File: config.mk
export PLATFORM = sky130hd
export DESIGN_NAME = data_mem_access
export DESIGN_NICKNAME = d
export VERILOG_FILES = /design/src/rtl/aap_mem_pkg.sv /design/src/rtl/mem_lane_map.sv /design/src/rtl/data_mem_access.sv
export SDC_FILE = /design/constraint.sdc
export NUM_CORES = 1
export LEC_CHECK = 0
export BUFFER_PORTS_ARGS = -buffer_cell sky130_fd_sc_hd__buf_2
export CORE_MARGIN = 2
export CORE_UTILIZATION = 49
export CTS_BUF_LIST = sky130_fd_sc_hd__clkbuf_8
export DETAILED_ROUTE_END_ITERATION = 10
export PLACE_DENSITY = 0.82
export REMOVE_ABC_BUFFERS = 1
export SLEW_MARGIN = 0
export SYNTH_ARGS = -nofsm -noshare
export SYNTH_HDL_FRONTEND = slang
export SYNTH_SLANG_ARGS = --single-unit
File: constraint.sdc
create_clock -name clock -period 5.2 [get_ports clock]
set_input_delay 0.26 -clock clock [delete_from_list [all_inputs] [get_ports clock]]
set_output_delay 0.26 -clock clock [all_outputs]
set_load 0.01 [all_outputs]
File: src/rtl/aap_mem_pkg.sv
// Shared definitions for the data memory access unit.
//   Lanes          : number of byte lanes on the data memory (4)
//   RdTopDefault   : default highest legal load byte address
//   WrTopDefault   : default highest legal store byte address
//   size_e         : request size encodings
//   state_e        : access FSM states
//   size_bytes()   : number of bytes moved for a size code (0 for illegal)
package aap_mem_pkg;

  localparam int unsigned Lanes        = 4;
  localparam int unsigned RdTopDefault = 128;
  localparam int unsigned WrTopDefault = 63;

  typedef enum logic [1:0] {
    SizeByte    = 2'd0,
    SizeHalf    = 2'd1,
    SizeWord    = 2'd2,
    SizeIllegal = 2'd3
  } size_e;

  typedef enum logic [1:0] {
    StIdle   = 2'd0,
    StAccess = 2'd1,
    StResp   = 2'd2
  } state_e;

  function automatic logic [2:0] size_bytes(input logic [1:0] size);
    logic [2:0] n;
    case (size)
      SizeByte: n = 3'd1;
      SizeHalf: n = 3'd2;
      SizeWord: n = 3'd4;
      default:  n = 3'd0;
    endcase
    return n;
  endfunction

endpackage

File: src/rtl/mem_lane_map.sv
// Combinational lane mapper for a latched memory request.
// Inputs : write (1 = store), size (byte/half/word/illegal), addr (lowest byte
//          address), wdata (little-endian store data).
// Outputs: legal (request is in range and well sized), lane_used (per-lane
//          participation, already gated by legal), lane_addr / lane_data
//          (per-lane byte address and store byte, zero on unused lanes).
module mem_lane_map
  import aap_mem_pkg::*;
#(
  parameter int unsigned RD_TOP = RdTopDefault,
  parameter int unsigned WR_TOP = WrTopDefault
) (
  input  logic                  write,
  input  logic [1:0]            size,
  input  logic [8:0]            addr,
  input  logic [31:0]           wdata,
  output logic                  legal,
  output logic [Lanes-1:0]      lane_used,
  output logic [Lanes-1:0][8:0] lane_addr,
  output logic [Lanes-1:0][7:0] lane_data
);

  logic [2:0] bytes;
  logic [9:0] last_addr;
  logic [9:0] top_addr;

  always_comb begin
    bytes     = size_bytes(size);
    // 10-bit sum so a request running past 511 cannot wrap back into range.
    last_addr = {1'b0, addr} + {7'd0, bytes} - 10'd1;
    top_addr  = write ? 10'(WR_TOP) : 10'(RD_TOP);
    legal     = (size != SizeIllegal) && (last_addr <= top_addr);

    for (int unsigned i = 0; i < Lanes; i++) begin
      lane_used[i] = legal && (i < 32'(bytes));
      lane_addr[i] = lane_used[i] ? addr + 9'(i) : 9'd0;
      lane_data[i] = lane_used[i] ? wdata[8*i +: 8] : 8'd0;
    end
  end

endmodule

File: src/rtl/data_mem_access.sv
// Data memory access unit: accepts one load/store request at a time, drives
// the four byte lanes of the data memory for a single cycle, then holds a
// response until the consumer takes it.
// Ports:
//   clock, reset                 : clock and synchronous active-high reset
//   req_valid/req_ready          : request handshake
//   req_write/size/addr/wdata    : request fields
//   resp_valid/resp_ready        : response handshake
//   resp_rdata/resp_error        : zero-extended load data / illegal flag
//   mem_rdN, mem_rdN_out         : per-lane read address and read data
//   mem_wrN, _data, _enable      : per-lane write address, data and strobe
module data_mem_access
  import aap_mem_pkg::*;
#(
  parameter int unsigned RD_TOP = RdTopDefault,
  parameter int unsigned WR_TOP = WrTopDefault
) (
  input  logic        clock,
  input  logic        reset,
  input  logic        req_valid,
  output logic        req_ready,
  input  logic        req_write,
  input  logic [1:0]  req_size,
  input  logic [8:0]  req_addr,
  input  logic [31:0] req_wdata,
  output logic        resp_valid,
  input  logic        resp_ready,
  output logic [31:0] resp_rdata,
  output logic        resp_error,
  output logic [8:0]  mem_rd1,
  output logic [8:0]  mem_rd2,
  output logic [8:0]  mem_rd3,
  output logic [8:0]  mem_rd4,
  input  logic [7:0]  mem_rd1_out,
  input  logic [7:0]  mem_rd2_out,
  input  logic [7:0]  mem_rd3_out,
  input  logic [7:0]  mem_rd4_out,
  output logic [5:0]  mem_wr1,
  output logic [5:0]  mem_wr2,
  output logic [5:0]  mem_wr3,
  output logic [5:0]  mem_wr4,
  output logic [7:0]  mem_wr1_data,
  output logic [7:0]  mem_wr2_data,
  output logic [7:0]  mem_wr3_data,
  output logic [7:0]  mem_wr4_data,
  output logic        mem_wr1_enable,
  output logic        mem_wr2_enable,
  output logic        mem_wr3_enable,
  output logic        mem_wr4_enable
);

  state_e state_q, state_d;

  logic        write_q;
  logic [1:0]  size_q;
  logic [8:0]  addr_q;
  logic [31:0] wdata_q;
  logic [31:0] rdata_q;
  logic        error_q;

  logic                  legal;
  logic [Lanes-1:0]      lane_used;
  logic [Lanes-1:0][8:0] lane_addr;
  logic [Lanes-1:0][7:0] lane_data;

  logic        handshake;
  logic [31:0] load_data;

  mem_lane_map #(
    .RD_TOP(RD_TOP),
    .WR_TOP(WR_TOP)
  ) u_lane_map (
    .write    (write_q),
    .size     (size_q),
    .addr     (addr_q),
    .wdata    (wdata_q),
    .legal    (legal),
    .lane_used(lane_used),
    .lane_addr(lane_addr),
    .lane_data(lane_data)
  );

  assign handshake = req_valid && (state_q == StIdle);

  // Unused lanes read back as zero so narrow loads come out zero-extended.
  always_comb begin
    load_data = {lane_used[3] ? mem_rd4_out : 8'h00,
                 lane_used[2] ? mem_rd3_out : 8'h00,
                 lane_used[1] ? mem_rd2_out : 8'h00,
                 lane_used[0] ? mem_rd1_out : 8'h00};
  end

  always_ff @(posedge clock) begin
    if (reset) begin
      state_q <= StIdle;
      write_q <= 1'b0;
      size_q  <= 2'd0;
      addr_q  <= 9'd0;
      wdata_q <= 32'd0;
      rdata_q <= 32'd0;
      error_q <= 1'b0;
    end else begin
      state_q <= state_d;
      if (handshake) begin
        write_q <= req_write;
        size_q  <= req_size;
        addr_q  <= req_addr;
        wdata_q <= req_wdata;
      end
      if (state_q == StAccess) begin
        error_q <= !legal;
        rdata_q <= (legal && !write_q) ? load_data : 32'd0;
      end
    end
  end

  always_comb begin
    state_d = state_q;
    unique case (state_q)
      StIdle:   if (req_valid) state_d = StAccess;
      StAccess: state_d = StResp;
      StResp:   if (resp_ready) state_d = StIdle;
      default:  state_d = StIdle;
    endcase
  end

  // Every output is gated by reset so it reads as idle in the reset cycle
  // itself, even if the FSM is still sitting in ACCESS.
  always_comb begin
    req_ready      = 1'b0;
    resp_valid     = 1'b0;
    resp_rdata     = 32'd0;
    resp_error     = 1'b0;
    mem_rd1        = 9'd0;
    mem_rd2        = 9'd0;
    mem_rd3        = 9'd0;
    mem_rd4        = 9'd0;
    mem_wr1        = 6'd0;
    mem_wr2        = 6'd0;
    mem_wr3        = 6'd0;
    mem_wr4        = 6'd0;
    mem_wr1_data   = 8'd0;
    mem_wr2_data   = 8'd0;
    mem_wr3_data   = 8'd0;
    mem_wr4_data   = 8'd0;
    mem_wr1_enable = 1'b0;
    mem_wr2_enable = 1'b0;
    mem_wr3_enable = 1'b0;
    mem_wr4_enable = 1'b0;

    if (!reset) begin
      req_ready = (state_q == StIdle);
      if (state_q == StResp) begin
        resp_valid = 1'b1;
        resp_rdata = rdata_q;
        resp_error = error_q;
      end
      if (state_q == StAccess) begin
        mem_rd1        = lane_addr[0];
        mem_rd2        = lane_addr[1];
        mem_rd3        = lane_addr[2];
        mem_rd4        = lane_addr[3];
        // Store lanes never exceed WR_TOP, so the low six bits are the address.
        mem_wr1        = lane_addr[0][5:0];
        mem_wr2        = lane_addr[1][5:0];
        mem_wr3        = lane_addr[2][5:0];
        mem_wr4        = lane_addr[3][5:0];
        mem_wr1_data   = lane_data[0];
        mem_wr2_data   = lane_data[1];
        mem_wr3_data   = lane_data[2];
        mem_wr4_data   = lane_data[3];
        mem_wr1_enable = write_q && lane_used[0];
        mem_wr2_enable = write_q && lane_used[1];
        mem_wr3_enable = write_q && lane_used[2];
        mem_wr4_enable = write_q && lane_used[3];
      end
    end
  end

endmodule

## Word level (Yosys, flattened, before mapping)

Cells that the tools add are included.
Widths: inputs -> output; s select.

| word-level totals | value |
|---|---|
| flip-flop bits (word level) | 79 |
| bits in latches | 0 |
| RAM bits | 0 |
| memory bits (read-only) | 0 |
| input port bits | 80 |
| output and inout port bits | 131 |
| word-level logic and storage cells | 97 |
| memories | 0 |

| operators by class | value |
|---|---|
| add/subtract/negate cells | 5 |
| $mul | 0 |
| divide/modulo/power cells | 0 |
| magnitude comparators | 5 |
| equal/unequal tests | 7 |
| shift-type cells | 0 |
| muxes and demuxes | 57 |
| bitwise logic cells | 0 |
| reduce and logical (&&, ||, !) cells | 16 |

Operator list:

| operator | count |
|---|---|
| $mux 8 | 17 |
| $mux 9 | 12 |
| $mux 32 | 3 |
| $mux 6 | 8 |
| $add 9x2->9 const B | 2 |
| $mux 1 | 13 |
| $logic_and 1x1->1 | 11 |
| $add 9x3->10 | 1 |
| $le 10x10->1 | 1 |
| $sub 10x1->10 const B | 1 |
| $add 9x1->9 const B | 1 |
| $pmux 3 s3 | 1 |
| $lt 1x3->1 const A | 2 |
| $lt 2x3->1 const A | 2 |
| $ne 2x2->1 const B | 3 |
| $pmux 2 s3 | 1 |
| $eq 2x1->1 const B | 2 |
| $eq 2x2->1 const B | 2 |
| $logic_not 2->1 | 2 |
| $mux 2 | 2 |
| $logic_not 1->1 | 2 |
| $reduce_and 2->1 | 1 |

## Longest topological paths before layout

Gate-level depths: netlist of the first run.

| depth | value |
|---|---|
| depth in word-level cells | 10 |
| depth in mapped cells | 22 |
| gate-level depth less buffers | 20 |

## Cells and area by module

Synthesis of the first run repeated with hierarchy kept, for this count alone.

| unflattened totals | value |
|---|---|
| cells, all modules | 722 |
| area, all modules | 5738.0 µm² |

Modules (own cells, without submodules):

| module | instances | cells each | area an instance (µm²) | seq. area each (µm²) |
|---|---|---|---|---|
| data_mem_access | 1 | 421 | 3567.2 | 1581.5 |
| mem_lane_map | 1 | 301 | 2170.8 | 0.0 |

## Least setup slack after synthesis of the first run

Ideal clock, no wire load.

| timing path | value |
|---|---|
| kind | reg2out |
| from | register size_q[1] |
| to | output port mem_wr3[4] |
| arrival time | 4.281 ns |
| slack | 0.659 ns |
| cell stages (with the launch flop) | 22 |
| buffers on the path | 3 |
| cell sequence | dfxtp_1 -> inv_1 -> ha_1 -> inv_1 -> ha_1 -> inv_1 -> ha_1 -> inv_1 -> fa_1 -> nand2b_1 -> a21oi_1 -> xor2_1 -> ha_1 -> nand4_1 -> a21oi_1 -> o32a_1 -> o31a_1 -> or2_1 -> buf_2 -> buf_6 -> nor4_1 -> buf_4 |

| on the way | value |
|---|---|
| longest elaborated chain between the ends | 10 |
| elaborated cells on any way between the ends | 14 |
| classes of those cells | add/sub: 2; order compare: 2; eq/ne: 3; mux: 4; reduce/logical: 3 |

RTL lines:

| what | line | RTL |
|---|---|---|
| from (decl) | data_mem_access.sv:55 | `logic [1:0] size_q;` |
| from (signal assigned) | data_mem_access.sv:106 | `size_q <= req_size;` |
| $eq 2x2->1 (tied with other cells) | aap_mem_pkg.sv:29 | `case (size)` |
| $pmux 3 s3 | aap_mem_pkg.sv:29 |  |
| $add 9x3->10 | mem_lane_map.sv:30 | `last_addr = {1'b0, addr} + {7'd0, bytes} - 10'd1;` |
| $sub 10x1->10 | mem_lane_map.sv:30 |  |
| $le 10x10->1 | mem_lane_map.sv:32 | `legal = (size != SizeIllegal) && (last_addr <= top_addr);` |
| $logic_and 1x1->1 | mem_lane_map.sv:32 |  |
| $logic_and 1x1->1 * | mem_lane_map.sv:35 | `lane_used[i] = legal && (i < 32'(bytes));` |
| $mux 9 * | mem_lane_map.sv:36 | `lane_addr[i] = lane_used[i] ? addr + 9'(i) : 9'd0;` |
| $mux 6 * | data_mem_access.sv:158 | `if (state_q == StAccess) begin` |
| $mux 6 * | data_mem_access.sv:151 | `if (!reset) begin` |
| to (decl) | data_mem_access.sv:40 | `output logic [5:0] mem_wr3,` |

Every way passes the cells marked *; elsewhere a longest branch is shown, timed or not.

## Worst setup path in the final report of the first run

| timing path | value |
|---|---|
| from | register size_q[1] |
| to | output port mem_rd2[4] |

| on the way | value |
|---|---|
| longest elaborated chain between the ends | 10 |
| elaborated cells on any way between the ends | 14 |
| classes of those cells | add/sub: 2; order compare: 2; eq/ne: 3; mux: 4; reduce/logical: 3 |

RTL lines:

| what | line | RTL |
|---|---|---|
| $eq 2x2->1 (tied with other cells) | aap_mem_pkg.sv:29 |  |
| $pmux 3 s3 | aap_mem_pkg.sv:29 |  |
| $add 9x3->10 | mem_lane_map.sv:30 |  |
| $sub 10x1->10 | mem_lane_map.sv:30 |  |
| $le 10x10->1 | mem_lane_map.sv:32 |  |
| $logic_and 1x1->1 | mem_lane_map.sv:32 |  |
| $logic_and 1x1->1 * | mem_lane_map.sv:35 |  |
| $mux 9 * | mem_lane_map.sv:36 |  |
| $mux 9 * | data_mem_access.sv:158 |  |
| $mux 9 * | data_mem_access.sv:151 |  |
| to (decl) | data_mem_access.sv:31 | `output logic [8:0] mem_rd2,` |

Marked as above.

==> flow_summary.yaml, run 1 <==
setup_path:
  path_max_fanout: 28
  crit_arrival_ns: 4.68
  reg2regPathDepth: 19
  critPathKind: "reg -> out"
  timing.rr.end: "rdata_q[6]"
  critPathLaunchType: "flop"
  critical_path.endpoint_type: "output pin"
  cp.required_ns: 4.94
  r2r-start: "size_q[1]"
  r2r_slack_ns: 0.77
sta:
  period_share_pct: 95.00
  period_minus_slack_ns: 4.940
  clock_skew_ns: 0.008647
  maxSlewViolCount: 0
  finalSetupViolations: 0
  rsz0062_at_grt: "true"
  worst_pin_slew_ns: 1.285
  hold_viol_final: 0
  relSlewSlack_pct: 14.34
  max_freq_ghz: 0.2024
  tns_ns: 0
detailed_routing:
  wirelength_um: 14020
  drtAntennaViolNets: 0
  dr_total_vias: 5047
  wl_met2_um: 6714
  met3_length_um: 1255
  top_layer: "met4"
  drt_iter0_drc: 327
  route.detailed.drc: 0
  routed_via_density: 5.346
  first_pass_iters: 5
  met1Wirelength_um: 5877
  wl_per_cell_um: 14.85
cells_and_area:
  layout_commonest_cell: "buf_2"
  syn_to_final_growth_pct: 22.84
  fin_util_pct: 61.83
  most-common-layout-cells: "210 x buf_2, 130 x nand2_1, 77 x dfxtp_1"
  finish.net_count: 918
  nFillCells: 884
  drive_above_1_share_pct: 30.58
  n_antenna_cell: 0
global_route:
  grt-ovfl-total: 0
  track_usage_pct: 25.17
  grt_pass1_wl_um: 22790
  grt_pass1_vias: 4766
  grt_max_degree: 51
  antenna_found_initial: 1
floorplanning:
  design.core.area_sq_um: 9729
  dieArea_sq_um: 10810
  rows: 36
  ios: 211
  die_x_um: 104.0
  initial_core_util_pct: 50.33
  die_h_um: 104.0
clocking:
  cts_tree: "built"
  clockBufferDepth: 2
  root_buffer: "clkbuf_8"
  htreeDepth: 3
  cts_buffers: 9
  clkLatencyLatePin_ns: 0.34
  clk_pin_slew_ns: 0.09
  cts_num_sinks: 79
  postCtsSetupRepairBufs: 0
yosys:
  syn_area_per_cell_sq_um: 7.534
  yosysSeqAreaShare_pct: 32.29
  synth_area_sq_um: 4897
  yosys_warnings: 0
  synth_edf_count: 0
  ys_ff_latch: 79
  synthArstFlopShare_pct: 0
  ys.flop_type: "dfxtp_1"
  ys_types: 40
  syn_inst: 650
worst_hold_path:
  hold_class: "in -> reg"
  whs_path_depth: 3
  min_to: "wdata_q[5]"
  min_from: "req_wdata[5]"
run_status:
  status: "completed"
placed_design:
  gp_congestion: 0.9456
  hpwl_um: 10140
  port_buffers: 210
pwr:
  leakagePower_nw: 2.966
  p_per_area_nw_per_um2: 253.9
  vdd_drop_max_uv: 130.5
run:
  cap_violations: 0
kinds of logic after synthesis:
| group | synth area share (%) |
|---|---|
| flops | 32.29 |
| fa+ha+maj | 8.329 |
| compound gates | 13.11 |
| buf+inv | 10.02 |
| xor+xnor | 4.292 |
| simple gates | 31.96 |
cell type report:
cell class / count / area (sq um) / share of cell area (%)
clock buffer: 10 / 137.6 / 2.288
clock inverter: 6 / 43.79 / 0.7280
inverter: 24 / 90.09 / 1.498
multi-input combinational: 472 / 2860 / 47.55
sequential: 79 / 1584 / 26.33
tap: 133 / 166.4 / 2.766
timing repair buffer: 220 / 1134 / 18.84
worst max-delay path by stage:
stage | start | end | slack (ns) | cells after the start
2_1_floorplan | size_q[0] | mem_rd2[3] | 0.26 | 15
3_3_place_gp | addr_q[0] | mem_wr1_enable | 0.50 | 18
3_5_place_dp | addr_q[0] | mem_wr1_enable | 0.40 | 18
4_1_cts | addr_q[0] | mem_wr1_enable | 0.006 | 18
5_1_grt | size_q[1] | mem_rd2[4] | -0.02 | 19
6_report | size_q[1] | mem_rd2[4] | 0.26 | 19
repair_timing:
action | CTS | global route
hold buffers | 0 | 0
gates resized for setup | 0 | 9
endpoints found under the setup margin | 0 | 92
cells in the mapped netlist (3+ instances only):
master      n  area (sq um)
ha_1       31         387.9
buf_2      11         55.05
xor2_1      4         35.03
o31ai_1    32         240.2
buf_1       3         11.26
inv_1      22         82.58
nand2_1   130         488.0
nand4_1     5         31.28
nor4_1     20         125.1
buf_4      24         180.2
a21o_1      3         22.52
and3_1     35         219.0
nor2b_1     5         31.28
a21oi_1    53         265.3
nor3_1     13         65.06
xnor2_1    20         175.2
a211oi_1    3         22.52
nor2_1     11         41.29
and2_1     42         262.8
nand2b_1    5         31.28
dfxtp_1    79          1582
clkbuf_1   35         131.4
nand3_1    42         210.2
registers in the layout, indices dropped and copies added, names as in the netlist:
name,flops
size_q,2
write_q,1
addr_q,9
rdata_q,32
error_q,1
state_q,2
wdata_q,32
through the flow:
step                instance area, sq um  total power [mW]  hold slack [ns]  instances  worst slack [ns]
finish                              6016             1.527           0.1432        944            0.2598
global route                        6016             1.620           0.1334        944          -0.01885
CTS                                 5981             1.523           0.1273        944          0.005617
detailed placement                  5799             1.099           0.4343        928            0.4001
global placement                    5799             1.086           0.4241        928            0.4960
floorplan                           4497            0.9497           0.3291        575            0.2601
per-layer routing:
metal  vias up  track usage, %
met5         -               0
met4         0           6.853
met3        16           5.952
met2       239           42.58
met1      2289           32.14
li1       2503               -
power breakdown:
part | total [mW] | internal (mW) | leakage (nW) | switching (mW)
combinational | 0.453 | 0.147 | 2.23 | 0.305
clock | 0.422 | 0.189 | 0.0930 | 0.233
sequential | 0.653 | 0.631 | 0.645 | 0.0220
worst max-delay path, cell delays in order, from the launching register on:
cell and delay, ns:
dfxtp_1 0.41, inv_1 0.09, ha_1 0.18, inv_1 0.06, ha_1 0.22, inv_1 0.06
ha_1 0.19, inv_1 0.07, fa_1 0.39, nand2b_1 0.20, a21oi_2 0.17, xor2_1 0.17
ha_1 0.26, nand4_1 0.17, a21oi_1 0.06, o32a_1 0.29, o31a_1 0.36, or2_4 0.38
nor4_1 0.41, buf_2 0.21
Note: power is estimated with default switching activity, not from simulation.
==> inputs of run 2 (changes only) <==
==> constraint.sdc (replaced) <==
create_clock -name clock -period 5.2 [get_ports clock]
set_input_delay 0.52 -clock clock [delete_from_list [all_inputs] [get_ports clock]]
set_output_delay 0.52 -clock clock [all_outputs]
set_load 0.01 [all_outputs]
==> flow_summary.yaml, run 2 (same netlist as run 1, synthesis figures left out) <==
cells_and_area:
  most-common-layout-cells: "207 x buf_2, 130 x nand2_1, 75 x dfxtp_1"
  final_area_sq_um: 6334
  layout_commonest_cell: "buf_2"
  syn_to_final_growth_pct: 29.33
  drive_above_1_share_pct: 34.59
  regArea_sq_um: 1589
  n_antenna_cell: 0
  final_cells: 957
  nFillCells: 877
  finish.net_count: 931
  multiInputGateArea_sq_um: 2955
  fin_util_pct: 65.10
  top_regs: "rdata_q: 32 flops, wdata_q: 32 flops, addr_q: 9 flops"
detailed_routing:
  wl_per_cell_um: 15.61
  first_pass_iters: 5
  drt_iter0_drc: 271
  dr_total_vias: 5168
  drtAntennaViolNets: 0
  wirelength_um: 14940
  routed_via_density: 5.400
  route.detailed.drc: 0
clocking:
  cts_hold_buffers: 0
  clockBufferDepth: 2
  cts_buffers: 9
  cts_num_sinks: 79
  clkLatencyLatePin_ns: 0.35
  htreeDepth: 3
  root_buffer: "clkbuf_8"
  cts_tree: "built"
  clk_pin_slew_ns: 0.10
setup_path:
  timing.rr.end: "rdata_q[17]"
  reg2regPathDepth: 12
  cp.required_ns: 4.68
  r2r-start: "size_q[0]"
  path_max_fanout: 29
  crit_arrival_ns: 4.50
  cpMostUsedCell: "ha_1"
  r2r_slack_ns: 0.86
  critPathSlowestCell: "nor4_1"
  critPathLaunchType: "flop"
  critical_path.endpoint_type: "output pin"
  critPathKind: "reg -> out"
  crit_chain: "inv_2 -> ha_1 -> inv_2 -> ha_1 -> inv_1 -> ha_1 -> a211o_1 -> a21oi_1 -> ha_1 -> a21oi_1 -> a21boi_1 -> o32a_1 -> o31a_1 -> or2_4 -> nor4_1 -> buf_2"
  slowest_delay_ns: 0.43
floorplanning:
  die_x_um: 104.0
  initial_core_util_pct: 50.33
  rows: 36
  design.core.area_sq_um: 9729
  die_h_um: 104.0
  dieArea_sq_um: 10810
  ios: 211
global_route:
  track_usage_pct: 25.60
  antenna_found_initial: 0
  grt_pass1_vias: 4838
  grt-ovfl-total: 0
  grt_max_degree: 50
  grt_pass1_wl_um: 23120
worst_hold_path:
  min_from: "req_wdata[12]"
  min_to: "wdata_q[12]"
  whs_path_depth: 3
  hold_class: "in -> reg"
placed_design:
  gp_congestion: 0.9541
  port_buffers: 210
  hpwl_um: 10310
  pre_cts_ws_ns: 0.2265
  placed_cell_area_sq_um: 5827
  placedCellCount: 930
sta:
  hold_ws_ns: 0.3870
  max_freq_ghz: 0.1992
  maxSlewViolCount: 0
  relSlewSlack_pct: 16.62
  rsz0062_at_grt: "false"
  setup_slack_ns: 0.1789
  period_minus_slack_ns: 5.021
  period_share_pct: 96.56
  worst_pin_slew_ns: 1.251
  finalSetupViolations: 0
  hold_viol_final: 0
  tns_ns: 0
  clock_skew_ns: 0.01065
pwr:
  p_per_area_nw_per_um2: 257.0
  vdd_drop_max_uv: 146.0
  p_total_mw: 1.628
  power.switching_mw: 0.5941
  pwr-share-clk_pct: 29.7
  pwr-share-comb_pct: 30.3
  p_seq_share_pct: 40.0
  power.internal_mw: 1.033
  netSwitchingFraction_pct: 36.50
  leakagePower_nw: 3.065
run_status:
  status: "completed"
run:
  cap_violations: 0
==> run 2: cell count changes in the layout (fill, tap and decap cells not counted), sizes merged <==
cell,change
buf,+10
clkinvlp,-1
bufinv,+1
clkinv,-2
inv,+3
clkbuf,+2
==> run 2: power by group through the flow <==
stage | sequential [mW] | combinational, mW | clock (mW)
2_1_floorplan | 0.660 | 0.290 | 0
3_3_place_gp | 0.662 | 0.426 | 0
3_5_place_dp | 0.664 | 0.440 | 0
4_1_cts | 0.650 | 0.453 | 0.499
5_1_grt | 0.653 | 0.544 | 0.523
6_report | 0.651 | 0.493 | 0.484
==> run 2: metal layers <==
layer	share of wire (%)	vias up	global-route usage (%)
met3	8.8	23	6.955
met5	0	-	0
met2	49	222	43.14
met4	2.0	0	9.266
li1	-	2525	-
met1	41	2398	31.34
==> run 2: area by class of cell <==
type,count,area share (%)
multi-input combinational,472,46.66
sequential,79,25.09
clock buffer,9,1.956
timing repair buffer,233,20.90
tap,133,2.627
clock inverter,7,1.343
inverter,24,1.422
==> run 2: worst max path at each step <==
stage,slack [ns],depth (start not counted),end,from
global route,0.0006,23,mem_rd3[2],size_q[0]
detailed placement,0.23,19,mem_wr2[5],size_q[1]
floorplan,0.00008,15,mem_rd2[3],size_q[0]
finish,0.18,16,mem_wr4[5],size_q[0]
CTS,0.04,22,mem_wr3[2],size_q[1]
global placement,0.41,19,mem_wr2[5],size_q[1]
==> run 2: what timing repair did <==
action | 4_1_cts | 5_1_grt
cloned | 0 | 5
gates resized for setup | 7 | 30
endpoints found under the setup margin | 39 | 96
setup buffers | 0 | 6
pin swaps | 0 | 9
==> run 2: critical path, delay by kind of cell (launching register included) <==
kind | cells | cell delay (ns)
buffers and inverters | 4 | 0.43
AND/OR/NAND/NOR | 2 | 0.80
adder cells (fa/ha/maj) | 4 | 1.11
AO/OA/AOI/OAI | 6 | 1.46
flip-flops | 1 | 0.35
==> inputs of run 3 (changes only) <==
Settings changed: PLACE_DENSITY 0.82 to 0.79, SYNTH_HIERARCHICAL set to 1.
==> flow_summary.yaml, run 3 <==
run_status:
  status: "completed"
yosys:
  yosys_warnings: 6
  synthArstFlopShare_pct: 0
  syn_inst: 722
  synth_top_area_share_pct: 27.56
  synth.cells.most_frequent: "130 x nand2_1, 106 x and2_1, 79 x dfxtp_1"
  syn_area_per_cell_sq_um: 7.947
  synth_area_leaders: "dfxtp_1 28%, and2_1 12%, nand2_1 8.5%"
  ys.flop_type: "dfxtp_1"
  yosysMostFrequentCell: "nand2_1"
  ys_ff_latch: 79
  synth_edf_count: 0
  ys_types: 50
  yosys.area.top_type: "dfxtp_1"
  yosysSeqAreaShare_pct: 27.56
  synth_area_sq_um: 5738
sta:
  period_share_pct: 95.44
  rsz0062_at_grt: "false"
  setup_slack_ns: 0.2371
  max_freq_ghz: 0.2015
  hold_viol_final: 0
  finalSetupViolations: 0
  worst_pin_slew_ns: 1.172
  period_minus_slack_ns: 4.963
  relSlewSlack_pct: 21.64
  clock_skew_ns: 0.008357
  tns_ns: 0
  maxSlewViolCount: 0
  hold_ws_ns: 0.3933
cells_and_area:
  final_area_sq_um: 6924
  top_regs: "rdata_q: 32 flops, wdata_q: 32 flops, addr_q: 9 flops"
  syn_to_final_growth_pct: 20.67
  regArea_sq_um: 1583
  fin_util_pct: 60.64
  final_cells: 1024
  drive_above_1_share_pct: 33.03
  n_antenna_cell: 0
  nFillCells: 1091
  finish.net_count: 988
  layout_commonest_cell: "buf_2"
  multiInputGateArea_sq_um: 3612
  most-common-layout-cells: "210 x buf_2, 130 x nand2_1, 106 x and2_1"
detailed_routing:
  dr_total_vias: 5587
  met1Wirelength_um: 6704
  drtAntennaViolNets: 0
  top_layer: "met4"
  wirelength_um: 15650
  met3_length_um: 898
  wl_met2_um: 7666
  route.detailed.drc: 0
  drt_iter0_drc: 363
  first_pass_iters: 5
  routed_via_density: 5.456
  wl_per_cell_um: 15.28
setup_path:
  cp.required_ns: 4.68
  critPathKind: "reg -> out"
  critical_path.endpoint_type: "output pin"
  path_max_fanout: 12
  crit_buf_inv: 6
  crit_family: "adder cells"
  reg2regPathDepth: 18
  critPathLaunchType: "flop"
  critPathSlowestCell: "dfxtp_1"
  r2r_slack_ns: 0.41
  crit_arrival_ns: 4.44
  slowest_delay_ns: 0.42
  path_depth: 20
  crit_chain: "inv_1 -> ha_1 -> inv_1 -> ha_1 -> inv_1 -> fa_1 -> nand2b_1 -> nand2b_1 -> a211oi_1 -> nor2_1 -> ha_1 -> and4_1 -> and3_1 -> a311o_1 -> o211ai_4 -> clkbuf_16 -> nor4b_2 -> buf_4 -> and2_1 -> buf_2"
placed_design:
  hpwl_um: 10480
  pre_cts_ws_ns: 0.3587
  gp_congestion: 0.8706
  placed_cell_area_sq_um: 6644
  placedCellCount: 1003
  port_buffers: 210
floorplanning:
  die_h_um: 112.2
  die_x_um: 112.2
  initial_core_util_pct: 50.25
  design.core.area_sq_um: 11420
  dieArea_sq_um: 12590
  rows: 39
  ios: 211
clocking:
  root_buffer: "clkbuf_8"
  htreeDepth: 3
  cts_tree: "built"
  cts_buffers: 9
  clockBufferDepth: 2
  cts_hold_buffers: 0
  clk_pin_slew_ns: 0.09
  clkLatencyLatePin_ns: 0.35
  cts_num_sinks: 79
pwr:
  leakagePower_nw: 3.081
  p_per_area_nw_per_um2: 284.0
  p_total_mw: 1.967
  vdd_drop_max_uv: 172.6
run:
  cap_violations: 0
global_route:
  grt_pass1_wl_um: 24760
  grt-ovfl-total: 0
  grt_max_degree: 73
  track_usage_pct: 23.50
  grt_pass1_vias: 5114
  antenna_found_initial: 0
worst_hold_path:
  whs_path_depth: 3
  hold_class: "in -> reg"
[run 3: cell types whose count changed after synthesis, moves of 4 or more]
cell	delta
nor4b_1	+10
nor4_2	+28
a32o_1	+32
o31ai_1	-32
buf_2	+19
o211ai_1	+15
nand3_1	-36
clkbuf_2	+4
clkbuf_1	-14
nor3_1	+7
and2_1	+64
and3_1	-34
[run 3: final cells by class]
class	instances	area share, %
Multi-Input combinational cell	529	52.17
Sequential cell	79	22.86
Timing Repair Buffer	232	17.98
Tap cell	143	2.584
Clock buffer	9	1.789
Inverter	25	1.355
Clock inverter	7	1.265
[run 3: layer usage]
metal	track usage, %	vias to the layer above
li1	-	2775
met1	30.61	2580
met2	39.16	203
met3	3.456	29
met4	9.593	0
met5	0	-
[run 3: kinds of logic (layout without fill, tap and decap cells)]
| group | after synthesis | in the layout | synth area share (%) |
|---|---|---|---|
| adder cells (fa/ha/maj) | 32 | 32 | 7.109 |
| buffers and inverters | 114 | 273 | 10.42 |
| XOR/XNOR | 24 | 24 | 3.663 |
| AO/OA/AOI/OAI | 119 | 119 | 14.91 |
| flip-flops | 79 | 79 | 27.56 |
| AND/OR/NAND/NOR | 353 | 353 | 35.94 |
| multiplexers | 1 | 1 | 0.3925 |
[run 3: where the power goes]
group	leakage (nW)	switching (mW)	internal (mW)
logic	2.32	0.566	0.259
clock network	0.115	0.225	0.268
registers	0.644	0.0194	0.629
[run 3: worst min-delay path, stage by stage]
cell     delay, ns
buf_2         0.09
nand2_1       0.04
a21oi_1       0.05
[run 3: path summary, 6_finish.rpt]
kind                       from             end
setup reg to reg      addr_q[1]     rdata_q[21]
hold / removal    req_wdata[29]     wdata_q[29]
setup / recovery      addr_q[1]  mem_wr3_enable
hold reg to reg      wdata_q[5]      wdata_q[5]
[run 3: what timing repair did]
item                                    in CTS  in global routing
endpoints found under the setup margin       0                127
gates resized for setup                      0                  7
hold endpoints to repair                     0                  0
buffers inserted                             0                  3
